`src/rtl/reg_wb_sched.sv`:
```
`default_nettype none
// ============================================================================
//  Module      : reg_wb_sched
//  Description : Write-back scheduler and register scoreboard. Arbitrates an
//                ALU requester (A) and a load/memory requester (B) onto the
//                single register-file write port, and tracks reserved
//                destination registers so issue logic can see RAW/WAW hazards.
//  Revision    : 1.0 - initial release
// ============================================================================
module reg_wb_sched #(
  parameter int DATA_W = 32,
  parameter int ADDR_W = 4
) (
  input  logic                   clk,
  input  logic                   rst,
  // Requester A (ALU)
  input  logic                   a_valid,
  input  logic [ADDR_W-1:0]      a_addr,
  input  logic [DATA_W-1:0]      a_data,
  output logic                   a_ready,
  // Requester B (load/memory)
  input  logic                   b_valid,
  input  logic [ADDR_W-1:0]      b_addr,
  input  logic [DATA_W-1:0]      b_data,
  output logic                   b_ready,
  // Register file write port
  output logic                   w_en,
  output logic [ADDR_W-1:0]      rd_addr,
  output logic [DATA_W-1:0]      rd_data,
  // Reservation from issue
  input  logic                   set_en,
  input  logic [ADDR_W-1:0]      set_addr,
  output logic                   set_ok,
  // Hazard queries
  input  logic [ADDR_W-1:0]      rn_addr,
  input  logic [ADDR_W-1:0]      rm_addr,
  output logic                   rn_busy,
  output logic                   rm_busy,
  output logic [(2**ADDR_W)-1:0] busy_vec,
  output logic                   wb_err
);

  localparam int NREG = 2**ADDR_W;
  localparam logic [NREG-1:0] C_ONE = {{(NREG-1){1'b0}}, 1'b1};

  // Round-robin pointer: 0 favours A, 1 favours B
  logic              r_ptr_b;
  logic              r_w_en;
  logic [ADDR_W-1:0] r_rd_addr;
  logic [DATA_W-1:0] r_rd_data;
  logic [NREG-1:0]   r_busy;
  logic              r_wb_err;

  logic              w_grant_a;
  logic              w_grant_b;
  logic              w_grant;
  logic [ADDR_W-1:0] w_gnt_addr;
  logic [DATA_W-1:0] w_gnt_data;
  logic              w_commit_hit;
  logic              w_set_ok;
  logic [NREG-1:0]   w_clr_mask;
  logic [NREG-1:0]   w_set_mask;

  // Grant: a lone requester wins; a tie goes to the pointer side. Held off in reset.
  always_comb begin
    w_grant_a  = ~rst & a_valid & (~b_valid | ~r_ptr_b);
    w_grant_b  = ~rst & b_valid & (~a_valid |  r_ptr_b);
    w_grant    = w_grant_a | w_grant_b;
    w_gnt_addr = w_grant_b ? b_addr : a_addr;
    w_gnt_data = w_grant_b ? b_data : a_data;
  end

  // Reservation is refused while the register is pending, unless that same
  // register commits this cycle (the old write retires as the new one reserves).
  always_comb begin
    w_commit_hit = r_w_en & (r_rd_addr == set_addr);
    w_set_ok     = set_en & (~r_busy[set_addr] | w_commit_hit);
    w_clr_mask   = r_w_en   ? (C_ONE << r_rd_addr) : '0;
    w_set_mask   = w_set_ok ? (C_ONE << set_addr)  : '0;
  end

  // Pointer flips to the other side after every grant, holds when idle
  always_ff @(posedge clk) begin
    if (rst) begin
      r_ptr_b <= 1'b0;
    end else if (w_grant) begin
      r_ptr_b <= w_grant_a;
    end
  end

  // Registered write port: one-cycle latency, address/data hold when idle
  always_ff @(posedge clk) begin
    if (rst) begin
      r_w_en    <= 1'b0;
      r_rd_addr <= '0;
      r_rd_data <= '0;
    end else begin
      r_w_en <= w_grant;
      if (w_grant) begin
        r_rd_addr <= w_gnt_addr;
        r_rd_data <= w_gnt_data;
      end
    end
  end

  // Scoreboard: commit clears, reservation sets (set wins on the same bit);
  // a commit to an unreserved register raises the sticky error.
  always_ff @(posedge clk) begin
    if (rst) begin
      r_busy   <= '0;
      r_wb_err <= 1'b0;
    end else begin
      r_busy <= (r_busy & ~w_clr_mask) | w_set_mask;
      if (r_w_en && !r_busy[r_rd_addr]) begin
        r_wb_err <= 1'b1;
      end
    end
  end

  assign a_ready  = w_grant_a;
  assign b_ready  = w_grant_b;
  assign w_en     = r_w_en;
  assign rd_addr  = r_rd_addr;
  assign rd_data  = r_rd_data;
  assign set_ok   = w_set_ok;
  assign busy_vec = r_busy;
  assign rn_busy  = r_busy[rn_addr];
  assign rm_busy  = r_busy[rm_addr];
  assign wb_err   = r_wb_err;

endmodule
`default_nettype wire

```
`config.mk`:
```
export PLATFORM = sky130hd
export DESIGN_NAME = reg_wb_sched
export DESIGN_NICKNAME = d
export VERILOG_FILES = /design/src/rtl/reg_wb_sched.sv
export SDC_FILE = /design/constraint.sdc
export NUM_CORES = 1
export LEC_CHECK = 0
export ABC_AREA = 1
export BUFFER_PORTS_ARGS = -buffer_cell sky130_fd_sc_hd__buf_4
export CAP_MARGIN = 20
export CORE_ASPECT_RATIO = 0.7
export CORE_MARGIN = 10
export CORE_UTILIZATION = 43
export DETAILED_ROUTE_END_ITERATION = 6
export PLACE_DENSITY = 0.8
export SLEW_MARGIN = 20
export SYNTH_ARGS = -nofsm -noshare
export SYNTH_HDL_FRONTEND = slang
export SYNTH_SLANG_ARGS = --single-unit
export TNS_END_PERCENT = 5
```
`constraint.sdc`:
```
create_clock -name clk -period 1.27 [get_ports clk]
set_input_delay 0.0635 -clock clk [delete_from_list [all_inputs] [get_ports clk]]
set_output_delay 0.0635 -clock clk [all_outputs]
set_load 0.02 [all_outputs]
```
==> results.md, run 1 <==
Job:
- The tool flagged a number of max-cap violations equal to 0.

Cells and area:
- The library cell used most frequently in the layout, excluding fill and tap cells, is sky130_fd_sc_hd__buf_4.
- The layout filler cell count is 590.
- The area of the multi-input gates is 1933 um2.
- The number of antenna diodes in the final layout is 0.
- In the layout the commonest cells are sky130_fd_sc_hd__buf_4, sky130_fd_sc_hd__nand2_1, sky130_fd_sc_hd__nor2_1, sky130_fd_sc_hd__dfxtp_1, sky130_fd_sc_hd__a311oi_1.
- The layout overhead on the synthesized area is 50.42%.
- The post-layout net count is 725.
- The total non-filler cell area in the finished layout is 4957 um2.
- The register cell area after layout is 1125 um2.
- The proportion of layout cells with a drive suffix above 1 is 44.11%.
- Cells fill 67.13% of the core in the end.

Pwr:
- In this run, the clock network consumes 26.6% of the power.
- In this run, flip-flops and latches consume 41.7% of the power.
- The fraction of power spent switching nets is 33.06%.
- IR analysis of the VDD net gives a maximum drop of 743.1 uV.
- The leakage power of the design is 0.002220 uW.
- Power spread over the standard cell area amounts to 936.6 nW/um2.
- The internal power of the cells is 3108 uW.
- The part of the power in combinational logic is 31.7%.
- For this design the total switching power over the nets is 1535 uW.

Clock tree:
- The number of buffers on the longest clock path is 2.
- The cell at the root of the clock tree is sky130_fd_sc_hd__clkbuf_8.
- After clock tree synthesis, the clock-pin slew on the worst setup and hold paths is 0.12 ns.
- The clock net in this run drives a total of 55 sinks.
- The TritonCTS clock tree is done.
- The later-pin clock latency in the skew report is 0.32 ns.
- The H-tree generated during clock tree synthesis spans 2 levels.
- Clock tree synthesis inserted a total of 5 buffers.
- The number of hold buffers added after CTS was 0.

Routing:
- The per-cell via count in the routed design is 5.437.
- The pre-antenna-repair detailed-routing pass consisted of 5 iterations.
- After the first detailed-routing iteration, the DRC count stood at 422.
- The DRC violation count after routing is 0.
- In this run the remaining antenna-violating nets after routing total 0.
- The routed via count is 3996.
- Dividing the detail-routed wire length by the instance count gives 17.47 um.
- The overall routed net length is 12840 um.

GRT:
- The pin count of the biggest net entering global routing is 53.
- The wire length of the first global-routing pass is 19480 um.
- The total grt overflow is 0.
- The global-route usage over all layers is 19.85%.
- The number of antenna violations at the first check in global routing is 0.
- The number of global-route vias before repair is 3790.

Timing:
- For the pin with the worst max-slew slack, the measured transition is 0.6279 ns.
- The worst clock skew is 0.01700 ns.
- For this run, the top clock speed supported by timing is 620.4 MHz.
- Setup repair after global routing could not meet its margin everywhere.
- The number of pins with negative max-slew slack in the final report came to 0.
- The final worst-path cycle share is 126.9%.
- The smallest clock period supported by the final layout is computed as 1.612 ns.
- Final hold analysis gives a worst-case slack of 0.01367 ns.
- The worst slew margin relative to its limit is 58.14%.
- The final critical-path setup slack is -0.3419 ns.
- The setup violation total in the final timing report is 57.
- The final hold violation count is 0.
- The final total negative setup slack is -6.021 ns.

Worst setup path:
- The worst setup path is of the reg -> out kind.
- The slack of the worst reg-to-reg path is -0.32 ns.
- The largest fanout on the critical path is 2.
- STA classifies the critical path startpoint as a flip-flop.
- STA classifies the critical path endpoint as an output pin.
- The data arrival at the endpoint of the critical path is 1.55 ns.
- The required time at the worst-slack endpoint is 1.21 ns.

Synth:
- The Yosys step of the flow raised 0 warnings.
- sky130_fd_sc_hd__dfxtp_1 takes more of the synthesized area than any other cell.
- When the netlist entered floorplanning its net count stood at 548.
- The sequential fraction of the synthesis area is 33.41%.
- The cell count after synthesis came out at 459.
- The area fraction of the dominant cell type after synthesis is 33.41%.
- The mapped cell area is 3296 um2.
- After synthesis, the cell types taking the most area are sky130_fd_sc_hd__dfxtp_1, sky130_fd_sc_hd__nand2_1, sky130_fd_sc_hd__a311oi_1.
- The number of register bits inferred by synthesis is 55.
- The count of different cell masters after synthesis is 40.
- A synthesized cell averages 7.180 um2.

Place:
- The routability-driven placement congestion ratio is 0.9695.
- The total of buffers placed on input and output ports is 147.
- In this run the cell area measured after placement is 4656 um2.
- Detailed placement ended at an HPWL of 9685 um.

Floorplan:
- The area of the die is 11620 um2.
- The region available for standard cell placement spans 7385 um2.
- The site row count is 26.
- The height of the chip is 93.25 um.
- The die is 124.6 um wide.
- The effective utilization at floorplan is 44.63%.
- The number of ports placed on the die boundary is 148.

Status:
- The checks that failed: setup timing.
- The flow ran to the end, but the final reports show violations.

Hold path:
- The min-delay analysis places its worst path in the category in -> reg.
[cell families (layout without fill, tap and decap cells)]
logic type,after synthesis,in the layout,synth area share [%]
AO/OA/AOI/OAI,113,113,24.53
XOR/XNOR,1,1,0.2658
buffers and inverters,56,234,10.82
flip-flops,55,55,33.41
AND/OR/NAND/NOR,234,234,30.98
[power by group through the flow]
stage	Sequential, uW	Combinational [uW]	Clock (uW)
detailed placement	1970	1400	0
CTS	1940	1420	1240
global route	1950	1570	1300
floorplan	2120	621	0
finish	1940	1470	1240
global placement	1960	1360	0
[synth_stat cells (all sizes together)]
library cell  number
o221ai             2
dlygate4sd1        1
o21ai             31
dfxtp             55
clkbuf            10
nor2              42
clkinv             1
o31ai              1
nand2            146
a21boi             1
buf               20
inv               24
a22oi              1
xnor2              1
nor3              17
a21oi             31
nand3b             2
o211ai             4
and3               1
o22ai              2
nand4              1
nand3             25
a211oi             1
a311oi            36
o2111ai            3
[routing by layer]
metal	share of wire [%]	GRT usage (%)
met4	2.3	4.255
met3	13	6.881
met5	0	0
met1	37	23.35
met2	47	34.37
[stage by stage]
stage	setup slack (ns)	total power, uW	std cells
after floorplan	-0.1075	2738	459
after global placement	-0.09480	3329	722
after detailed placement	-0.2224	3372	722
after CTS	-0.3012	4601	734
after global routing	-0.3872	4833	735
final	-0.3419	4643	735
[sequential cells by signal (all words and copies together), names as in the netlist]
name / count
r_ptr_b: 1
rd_addr: 4
busy_vec: 16
wb_err: 1
w_en: 1
rd_data: 32
[worst max-delay path: stages (launching register included)]
cell and delay, ns:
sky130_fd_sc_hd__dfxtp_2 0.34, sky130_fd_sc_hd__buf_6 0.12, sky130_fd_sc_hd__inv_6 0.06, sky130_fd_sc_hd__a21oi_4 0.05
sky130_fd_sc_hd__o21ai_1 0.11, sky130_fd_sc_hd__nand2_1 0.09, sky130_fd_sc_hd__o221ai_2 0.20, sky130_fd_sc_hd__o31ai_2 0.09
sky130_fd_sc_hd__buf_4 0.16
[final cells by class]
class                   count  area share, %
repair buffers            201          31.30
multi-input cells         348          39.00
well taps                  98          2.474
clock buffers               5          1.388
clock inverters             3         0.9591
inverters                  25          2.196
flip-flops and latches     55          22.69
[worst paths after layout]
kind / end / startpoint / cells after the start
worst max-delay path: rn_busy / busy_vec[13]$_SDFF_PP0_ / 8
worst min-delay path: rd_data[28]$_SDFFE_PP0P_ / b_data[28] / 3
worst max register to register: busy_vec[0]$_SDFF_PP0_ / busy_vec[14]$_SDFF_PP0_ / 10
worst min register to register: rd_data[29]$_SDFFE_PP0P_ / rd_data[29]$_SDFFE_PP0P_ / 2
[repair_timing]
action                     in CTS  in global routing
setup buffers                   4                  1
hold endpoints to repair        0                  0
resized for setup              24                 32
pin swaps                      11                 11
setup endpoints to repair      58                 58
Note: power is estimated with default switching activity, not from simulation.
==> run 2: changes to the inputs <==
--- a/config.mk
+++ b/config.mk
@@ -5,12 +5,11 @@
 export SDC_FILE = /design/constraint.sdc
 export NUM_CORES = 1
 export LEC_CHECK = 0
-export ABC_AREA = 1
 export BUFFER_PORTS_ARGS = -buffer_cell sky130_fd_sc_hd__buf_4
 export CAP_MARGIN = 20
 export CORE_ASPECT_RATIO = 0.7
 export CORE_MARGIN = 10
-export CORE_UTILIZATION = 43
+export CORE_UTILIZATION = 42
 export DETAILED_ROUTE_END_ITERATION = 6
 export PLACE_DENSITY = 0.8
 export SLEW_MARGIN = 20
==> run 2 against run 1 <==
Worst hold slack improved by 0.0014 ns. Global-route usage barely moved. Sequential cell count did not move. Largest cell class unchanged. Register-to-register slack barely moved. Routed wire length fell by 14%. Die area fell by 5.4%. The flow still finishes with violations (setup timing). Utilization rose by 4.2 points. Critical path depth fell by 5. Largest power group unchanged.
==> results.md, run 2 <==
Status:
- Outcome: finished with violations (unchanged).
- Failing checks: setup timing (unchanged).

Worst setup path:
- The capturing element type of the critical path is an output pin (unchanged).
- The category of the most critical setup path is reg -> out (unchanged).
- The data arrival at the endpoint of the critical path was 1.78 ns (was 1.55 ns).
- The required time at the worst-slack endpoint is 1.21 ns (about the same).
- The largest fanout on the critical path came to 3 (was 2).
- The critical path launch point type was a flip-flop (unchanged).

Synth:
- The most instantiated flip-flop cell in the synthesis netlist is sky130_fd_sc_hd__dfxtp_1 (unchanged).
- Post-synth top cells: sky130_fd_sc_hd__dfxtp_1, sky130_fd_sc_hd__mux2i_1, sky130_fd_sc_hd__nor2_1 (was sky130_fd_sc_hd__nand2_1, sky130_fd_sc_hd__dfxtp_1, sky130_fd_sc_hd__nor2_1).
- The area fraction of the dominant cell type after synthesis came to 36.64% (was 33.41%).
- The synthesized netlist net count is 386 (was 548).
- The synthesized instance count was 297 (was 459).
- The number of warnings issued by yosys is 0 (unchanged).
- The share of flip-flops with an asynchronous set or reset is 0% (unchanged).
- The count of flip-flops with a built-in enable after synthesis is 0 (unchanged).
- The number of register bits inferred by synthesis came to 55 (unchanged).
- The sequential fraction of the synthesis area is 36.64% (was 33.41%).
- The count of different cell masters after synthesis is 43 (was 40).
- The library cell with the highest instance count after synthesis is sky130_fd_sc_hd__dfxtp_1 (was sky130_fd_sc_hd__nand2_1).
- The mapped cell area is 3005 um2 (was 3296 um2).
- Cell types with the largest area share after synthesis: sky130_fd_sc_hd__dfxtp_1, sky130_fd_sc_hd__mux2i_1, sky130_fd_sc_hd__mux4_2 (was sky130_fd_sc_hd__dfxtp_1, sky130_fd_sc_hd__nand2_1, sky130_fd_sc_hd__a311oi_1).
- The post-synthesis area per instance is 10.12 um2 (was 7.180 um2).
- The largest area contributor in the netlist was sky130_fd_sc_hd__dfxtp_1 (unchanged).

GRT:
- The number of global-route vias before repair is 3334 (was 3790).
- The global-route usage over all layers came to 19.89% (was 19.85%).
- The pin count of the biggest net entering global routing is 38 (was 53).
- The wire length of the first global-routing pass came to 17810 um (was 19480 um).
- The number of antenna violations at the first check in global routing is 0 (unchanged).
- The total grt overflow is 0 (unchanged).

Routing:
- The violation count after the first detailed-route iteration came to 191 (was 422).
- The per-cell via count in the routed design is 5.431 (was 5.437).
- The DRC violation count after routing is 0 (unchanged).
- The overall routed net length is 11090 um (was 12840 um).
- The average wire per cell in the routed design is 19.13 um (was 17.47 um).
- The remaining antenna violation count came to 0 (unchanged).
- The detailed-routing iteration count for the pre-antenna-repair pass is 5 (unchanged).
- The routed via count is 3150 (was 3996).

Clock tree:
- The later-pin clock latency in the skew report is 0.33 ns (was 0.32 ns).
- The TritonCTS clock tree is done (unchanged).
- The number of H-tree branching levels is 2 (unchanged).
- The number of clock sinks is 55 (unchanged).
- The CTS buffer count is 5 (unchanged).
- The clock transition time at the flip-flop clock pins of the worst setup and hold paths is 0.12 ns (about the same).
- The number of buffers on the longest clock path is 2 (unchanged).
- The cell at the root of the clock tree is sky130_fd_sc_hd__clkbuf_8 (unchanged).

Floorplan:
- The site row count was 25 (was 26).
- The area of the die is 10990 um2 (was 11620 um2).
- The height of the chip was 90.78 um (was 93.25 um).
- The area of the core is 6850 um2 (was 7385 um2).
- The effective utilization at floorplan is 43.87% (was 44.63%).
- The number of ports placed on the die boundary is 148 (unchanged).
- The die boundary width is 121.1 um (was 124.6 um).

Place:
- The routability-driven placement congestion ratio is 0.9729 (was 0.9695).
- The total of buffers placed on input and output ports came to 147 (unchanged).
- The half-perimeter wire length of the detailed placement result is 8892 um (was 9685 um).

Timing:
- The worst hold slack after final layout is 0.01509 ns (was 0.01367 ns).
- The number of pins with negative max-slew slack in the final report was 0 (unchanged).
- The worst slew margin relative to its limit is 65.96% (was 58.14%).
- The final hold violation count is 0 (unchanged).
- The clock period minus final worst setup slack came to 1.841 ns (was 1.612 ns).
- The maximum achievable frequency is 543.2 MHz (was 620.4 MHz).
- The worst clock skew is 0.02563 ns (was 0.01700 ns).
- The final critical-path setup slack is -0.5709 ns (was -0.3419 ns).
- The measured slew at the worst slew-check pin came to 0.5041 ns (was 0.6279 ns).
- The setup violation total in the final timing report is 22 (was 57).
- The final worst-path cycle share came to 145.0% (was 126.9%).
- Unrepaired setup endpoints after global routing: yes (unchanged).

Pwr:
- The largest vdd supply drop is 759.5 uV (was 743.1 uV).
- The leakage power of the design came to 0.002157 uW (was 0.002220 uW).
- The power density over the cells is 889.8 nW/um2 (was 936.6 nW/um2).

Cells and area:
- The number of diodes added for antenna fixing is 0 (unchanged).
- The layout overhead on the synthesized area was 62.66% (was 50.42%).
- Leading cell types in the layout, fill and taps excluded: sky130_fd_sc_hd__buf_4, sky130_fd_sc_hd__mux2i_1, sky130_fd_sc_hd__nor2_1 (was sky130_fd_sc_hd__buf_4, sky130_fd_sc_hd__nand2_1, sky130_fd_sc_hd__nor2_1, sky130_fd_sc_hd__dfxtp_1, sky130_fd_sc_hd__a311oi_1).
- The final design utilization is 71.36% (was 67.13%).
- The commonest non-fill, non-tap cell in the layout is sky130_fd_sc_hd__buf_4 (unchanged).
- The number of flip-flops in the largest register came to 32 (unchanged).
- The proportion of layout cells with a drive suffix above 1 came to 55.76% (was 44.11%).
- The post-layout net count is 574 (was 725).

Hold path:
- The worst min-delay path class was in -> reg (unchanged).

Job:
- The count of maximum capacitance violations came to 0 (unchanged).
==> run 2: cell count changes in the layout (fill, tap and decap cells not counted), sizes merged, moves of 23 or more <==
cell and delta:
nand2 -138, mux2i +45, a211oi +35, a311oi -35
a21oi -29, o21ai -23
==> run 2: final cells by class <==
class / count / area [um2]
tap: 94 / 117.6
clock buffer: 6 / 93.84
clock inverter: 2 / 15.01
sequential: 55 / 1152
timing repair buffer: 207 / 1628
inverter: 2 / 7.507
fill: 514 / 1962
multi-input combinational: 214 / 1874
==> run 2: worst paths after layout <==
check	from	to	slack, ns	depth (start not counted)
worst max register to register	busy_vec[13]$_SDFF_PP0_	busy_vec[12]$_SDFF_PP0_	-0.31	5
worst min register to register	r_ptr_b$_SDFFE_PP0P_	r_ptr_b$_SDFFE_PP0P_	0.53	2
worst max-delay path	busy_vec[0]$_SDFF_PP0_	rn_busy	-0.57	3
worst min-delay path	b_data[9]	rd_data[9]$_SDFFE_PP0P_	0.02	3
==> run 2: cell families after synthesis <==
logic type | Yosys count | share of synthesized area [%]
AND/OR/NAND/NOR | 77 | 12.24
flip-flops | 55 | 36.64
AO/OA/AOI/OAI | 74 | 18.32
multiplexers | 59 | 25.48
buffers and inverters | 28 | 6.161
XOR/XNOR | 4 | 1.166
==> run 2: per-layer routing <==
metal / vias to the layer above / wire length (um) / GRT usage, %
met2: 132 / 5409 / 32.73
met5: - / 0 / 0
met1: 1496 / 4603 / 24.75
li1: 1512 / - / -
met3: 10 / 945 / 6.184
met4: 0 / 136 / 4.208
==> run 2: timing repair <==
action | in CTS | in global routing
endpoints found under the hold margin | 1 | 0
buffers inserted | 2 | 0
hold buffers | 1 | 0
resized for setup | 27 | 9
pin swaps | 12 | 9
endpoints found under the setup margin | 57 | 57
==> run 2: critical path, cell delays in order (launching register included) <==
cell and delay, ns:
sky130_fd_sc_hd__dfxtp_4 0.37, sky130_fd_sc_hd__mux4_2 0.45, sky130_fd_sc_hd__mux4_2 0.48, sky130_fd_sc_hd__buf_6 0.15
==> run 2: power by group <==
part,internal (uW),switching (uW),total [uW]
clock network,519,632,1150
logic,672,627,1300
registers,1830,74.2,1900
total,3020,1330,4350
==> run 2: per-stage QoR <==
stage | worst slack [ns] | total power [uW] | setup TNS [ns] | area, um2 | instances
6_report | -0.5709 | 4350 | -5.676 | 4888 | 580
5_1_grt | -0.6235 | 4533 | -8.750 | 4888 | 580
4_1_cts | -0.5705 | 4345 | -5.253 | 4850 | 580
3_5_place_dp | -0.3140 | 3182 | -4.841 | 4611 | 569
3_3_place_gp | -0.2381 | 3153 | -3.484 | 4611 | 569
2_1_floorplan | -0.1667 | 2563 | -4.481 | 3104 | 297
==> run 3: changes to the inputs <==
--- a/config.mk
+++ b/config.mk
@@ -5,13 +5,15 @@
 export SDC_FILE = /design/constraint.sdc
 export NUM_CORES = 1
 export LEC_CHECK = 0
-export BUFFER_PORTS_ARGS = -buffer_cell sky130_fd_sc_hd__buf_4
+export BUFFER_PORTS_ARGS = -buffer_cell sky130_fd_sc_hd__buf_2
 export CAP_MARGIN = 20
+export CELL_PAD_IN_SITES_DETAIL_PLACEMENT = 1
+export CELL_PAD_IN_SITES_GLOBAL_PLACEMENT = 1
 export CORE_ASPECT_RATIO = 0.7
 export CORE_MARGIN = 10
-export CORE_UTILIZATION = 42
+export CORE_UTILIZATION = 30
 export DETAILED_ROUTE_END_ITERATION = 6
-export PLACE_DENSITY = 0.8
+export PLACE_DENSITY = 0.79
 export SLEW_MARGIN = 20
 export SYNTH_ARGS = -nofsm -noshare
 export SYNTH_HDL_FRONTEND = slang
==> run 3 against run 2 <==
The run still ends with setup timing left. Clock power up 21%. Worst hold slack gained 0.033 ns. Final cell count rose by 6.2%. Design area is 6.7% lower. Sequential cell count unchanged. Routed wire length increased by 18%. Critical path type unchanged. Highest routed layer is now met5.
==> results.md, run 3 (same netlist as run 2, synthesis figures left out) <==
Status:
- Outcome: finished with violations (unchanged).
- Failing checks: setup timing (unchanged).

GRT:
- The total grt overflow came to 0 (unchanged).
- The wire length of the first global-routing pass came to 20740 um (was 17810 um).
- The number of global-route vias before repair was 3706 (was 3334).
- The number of antenna violations at the first check in global routing is 5 (was 0).
- The global-route usage over all layers came to 17.29% (was 19.89%).
- The pin count of the biggest net entering global routing is 44 (was 38).

Timing:
- The final worst-path cycle share was 146.9% (was 145.0%).
- The worst hold slack after final layout is 0.04771 ns (was 0.01509 ns).
- The worst slew margin relative to its limit is 67.74% (was 65.96%).
- The clock period minus final worst setup slack is 1.865 ns (was 1.841 ns).
- The final total negative setup slack is -7.359 ns (was -5.676 ns).
- The setup violation total in the final timing report is 27 (was 22).
- The final hold violation count came to 0 (unchanged).
- The final critical-path setup slack is -0.5955 ns (was -0.5709 ns).
- The worst clock skew came to 0.009630 ns (was 0.02563 ns).
- The measured slew at the worst slew-check pin was 0.4778 ns (was 0.5041 ns).
- The number of pins with negative max-slew slack in the final report is 0 (unchanged).
- Unrepaired setup endpoints after global routing: yes (unchanged).
- The maximum achievable frequency is 536.1 MHz (was 543.2 MHz).

Worst setup path:
- The worst reg-to-reg path cell count is 5 (unchanged).
- The startpoint of the worst register-to-register path is rd_addr[1]$_SDFFE_PP0P_ (was busy_vec[13]$_SDFF_PP0_).
- The slack of the worst reg-to-reg path was -0.42 ns (was -0.31 ns).
- The end of the worst register-to-register path is busy_vec[4]$_SDFF_PP0_ (was busy_vec[12]$_SDFF_PP0_).
- The category of the most critical setup path is reg -> out (unchanged).
- The slowest cell on the critical path is sky130_fd_sc_hd__nor3_2 (was sky130_fd_sc_hd__mux4_2).
- The peak per-stage delay on the critical path is 0.37 ns (was 0.48 ns).
- The required time at the worst-slack endpoint came to 1.21 ns (about the same).
- The critical path launch point type is a flip-flop (unchanged).
- The data arrival at the endpoint of the critical path is 1.80 ns (was 1.78 ns).
- The largest fanout on the critical path is 8 (was 3).
- Crit path cell chain: xor2_1 -> nor3_2 -> a31oi_4 -> a21boi_2 -> buf_2 (was mux4_2 -> mux4_2 -> buf_6).
- The capturing element type of the critical path is an output pin (unchanged).

Cells and area:
- The total non-filler cell area in the finished layout is 4561 um2 (was 4888 um2).
- The layout overhead on the synthesized area came to 51.75% (was 62.66%).
- Leading cell types in the layout, fill and taps excluded: sky130_fd_sc_hd__buf_2, sky130_fd_sc_hd__buf_4, sky130_fd_sc_hd__mux2i_1 (was sky130_fd_sc_hd__buf_4, sky130_fd_sc_hd__mux2i_1, sky130_fd_sc_hd__nor2_1).
- The number of flip-flops in the largest register is 32 (unchanged).
- The proportion of layout cells with a drive suffix above 1 came to 54.64% (was 55.76%).
- The commonest non-fill, non-tap cell in the layout is sky130_fd_sc_hd__buf_2 (was sky130_fd_sc_hd__buf_4).
- The post-layout net count is 573 (was 574).

Floorplan:
- The area of the die is 14490 um2 (was 10990 um2).
- The height of the chip was 103.7 um (was 90.78 um).
- The area of the core was 9722 um2 (was 6850 um2).
- The effective utilization at floorplan is 30.91% (was 43.87%).
- The number of ports placed on the die boundary is 148 (unchanged).
- The site row count is 30 (was 25).
- The die boundary width is 139.6 um (was 121.1 um).

Clock tree:
- The number of buffers on the longest clock path came to 2 (unchanged).
- The number of H-tree branching levels came to 2 (unchanged).
- The TritonCTS clock tree is done (unchanged).
- The number of clock sinks came to 55 (unchanged).
- The cell at the root of the clock tree is sky130_fd_sc_hd__clkbuf_16 (was sky130_fd_sc_hd__clkbuf_8).
- The clock transition time at the flip-flop clock pins of the worst setup and hold paths is 0.07 ns (was 0.12 ns).
- The CTS buffer count is 5 (unchanged).
- The total of hold buffers inserted after clock tree synthesis is 0 (was 1).
- The later-pin clock latency in the skew report is 0.30 ns (was 0.33 ns).

Place:
- The half-perimeter wire length of the detailed placement result is 10250 um (was 8892 um).
- The pre-CTS setup slack is -0.3744 ns (was -0.3140 ns).
- The routability-driven placement congestion ratio is 0.9516 (was 0.9729).
- The area of placed instances was 4283 um2 (was 4611 um2).
- The total of buffers placed on input and output ports was 147 (unchanged).

Routing:
- The overall routed net length is 13080 um (was 11090 um).
- The per-cell via count in the routed design is 5.307 (was 5.431).
- The routed via count is 3269 (was 3150).
- The detailed-routing iteration count for the pre-antenna-repair pass is 4 (was 5).
- The DRC violation count after routing is 0 (unchanged).
- The average wire per cell in the routed design came to 21.23 um (was 19.13 um).
- The violation count after the first detailed-route iteration was 192 (was 191).
- The remaining antenna violation count is 0 (unchanged).

Hold path:
- The worst min-delay path class is in -> reg (unchanged).
- The number of stages on the worst hold path is 3 (unchanged).
- The sink of the worst hold path is rd_data[16]$_SDFFE_PP0P_ (was rd_data[9]$_SDFFE_PP0P_).
- The startpoint of the lowest-slack hold path is b_data[16] (was b_data[9]).

Pwr:
- The largest vdd supply drop came to 540.1 uV (was 759.5 uV).
- The power density over the cells is 984.0 nW/um2 (was 889.8 nW/um2).
- The leakage power of the design was 0.002063 uW (was 0.002157 uW).

Job:
- The count of maximum capacitance violations is 0 (unchanged).
## run 3: changes by cell type in the layout (fill, tap and decap cells not counted), moves of 3 or more
| cell | before | now |
|---|---|---|
| sky130_fd_sc_hd__clkbuf_16 | 1 | 5 |
| sky130_fd_sc_hd__diode_2 | 0 | 3 |
| sky130_fd_sc_hd__clkbuf_8 | 5 | 0 |
| sky130_fd_sc_hd__buf_2 | 0 | 144 |
| sky130_fd_sc_hd__buf_6 | 7 | 4 |
| sky130_fd_sc_hd__buf_4 | 195 | 54 |
## run 3: timing repair
action | 4_1_cts | 5_1_grt
gates resized for setup | 21 | 9
setup endpoints to repair | 49 | 56
setup buffers | 1 | 3
pin swaps | 16 | 4
gates cloned | 0 | 0
## run 3: layout make-up
cell class | instances | area [um2]
Clock inverter | 1 | 6.256
Multi-Input combinational cell | 214 | 1844
Sequential cell | 55 | 1151
Timing Repair Buffer | 206 | 1251
Antenna cell | 3 | 7.507
Inverter | 2 | 7.507
Fill cell | 1147 | 5161
Tap cell | 128 | 160.2
Clock buffer | 7 | 132.6
## run 3: stage by stage
stage / total power (uW) / util (%) / instances
after floorplan: 2563 / - / 297
after global placement: 3027 / 44.05 / 601
after detailed placement: 3067 / 44.05 / 601
after CTS: 4461 / 46.13 / 610
after global routing: 4691 / 46.89 / 615
final: 4488 / 46.91 / 616
## run 3: worst max path at each step
stage / endpoint / from / cells past startpoint
floorplan: busy_vec[9]$_SDFF_PP0_ / busy_vec[15]$_SDFF_PP0_ / 5
global placement: busy_vec[6]$_SDFF_PP0_ / rd_addr[1]$_SDFFE_PP0P_ / 4
detailed placement: busy_vec[11]$_SDFF_PP0_ / set_addr[1] / 7
CTS: rn_busy / busy_vec[3]$_SDFF_PP0_ / 3
global route: set_ok / busy_vec[4]$_SDFF_PP0_ / 6
finish: set_ok / rd_addr[1]$_SDFFE_PP0P_ / 5
## run 3: routing by layer
metal / routed length (um) / up-vias / global-route usage, %
li1: - / 1519 / -
met1: 5329 / 1598 / 20.79
met2: 6602 / 135 / 29.38
met3: 968 / 15 / 4.881
met4: 166 / 2 / 4.779
met5: 13 / - / 0
## run 3: power by group
| part | internal, uW | leakage, uW | switching (uW) |
|---|---|---|---|
| sequential | 1830 | 0.000464 | 76.4 |
| combinational | 531 | 0.00153 | 657 |
| clock | 737 | 0.0000685 | 657 |
## run 3: critical path: cells and delay by family, from the launching register on
family / cells / cell delay, ns
buffers and inverters: 1 / 0.19
xor gates and xnor gates: 1 / 0.17
DFF: 1 / 0.34
AOI/OAI and AO/OA: 2 / 0.43
and+or+nand+nor: 1 / 0.37
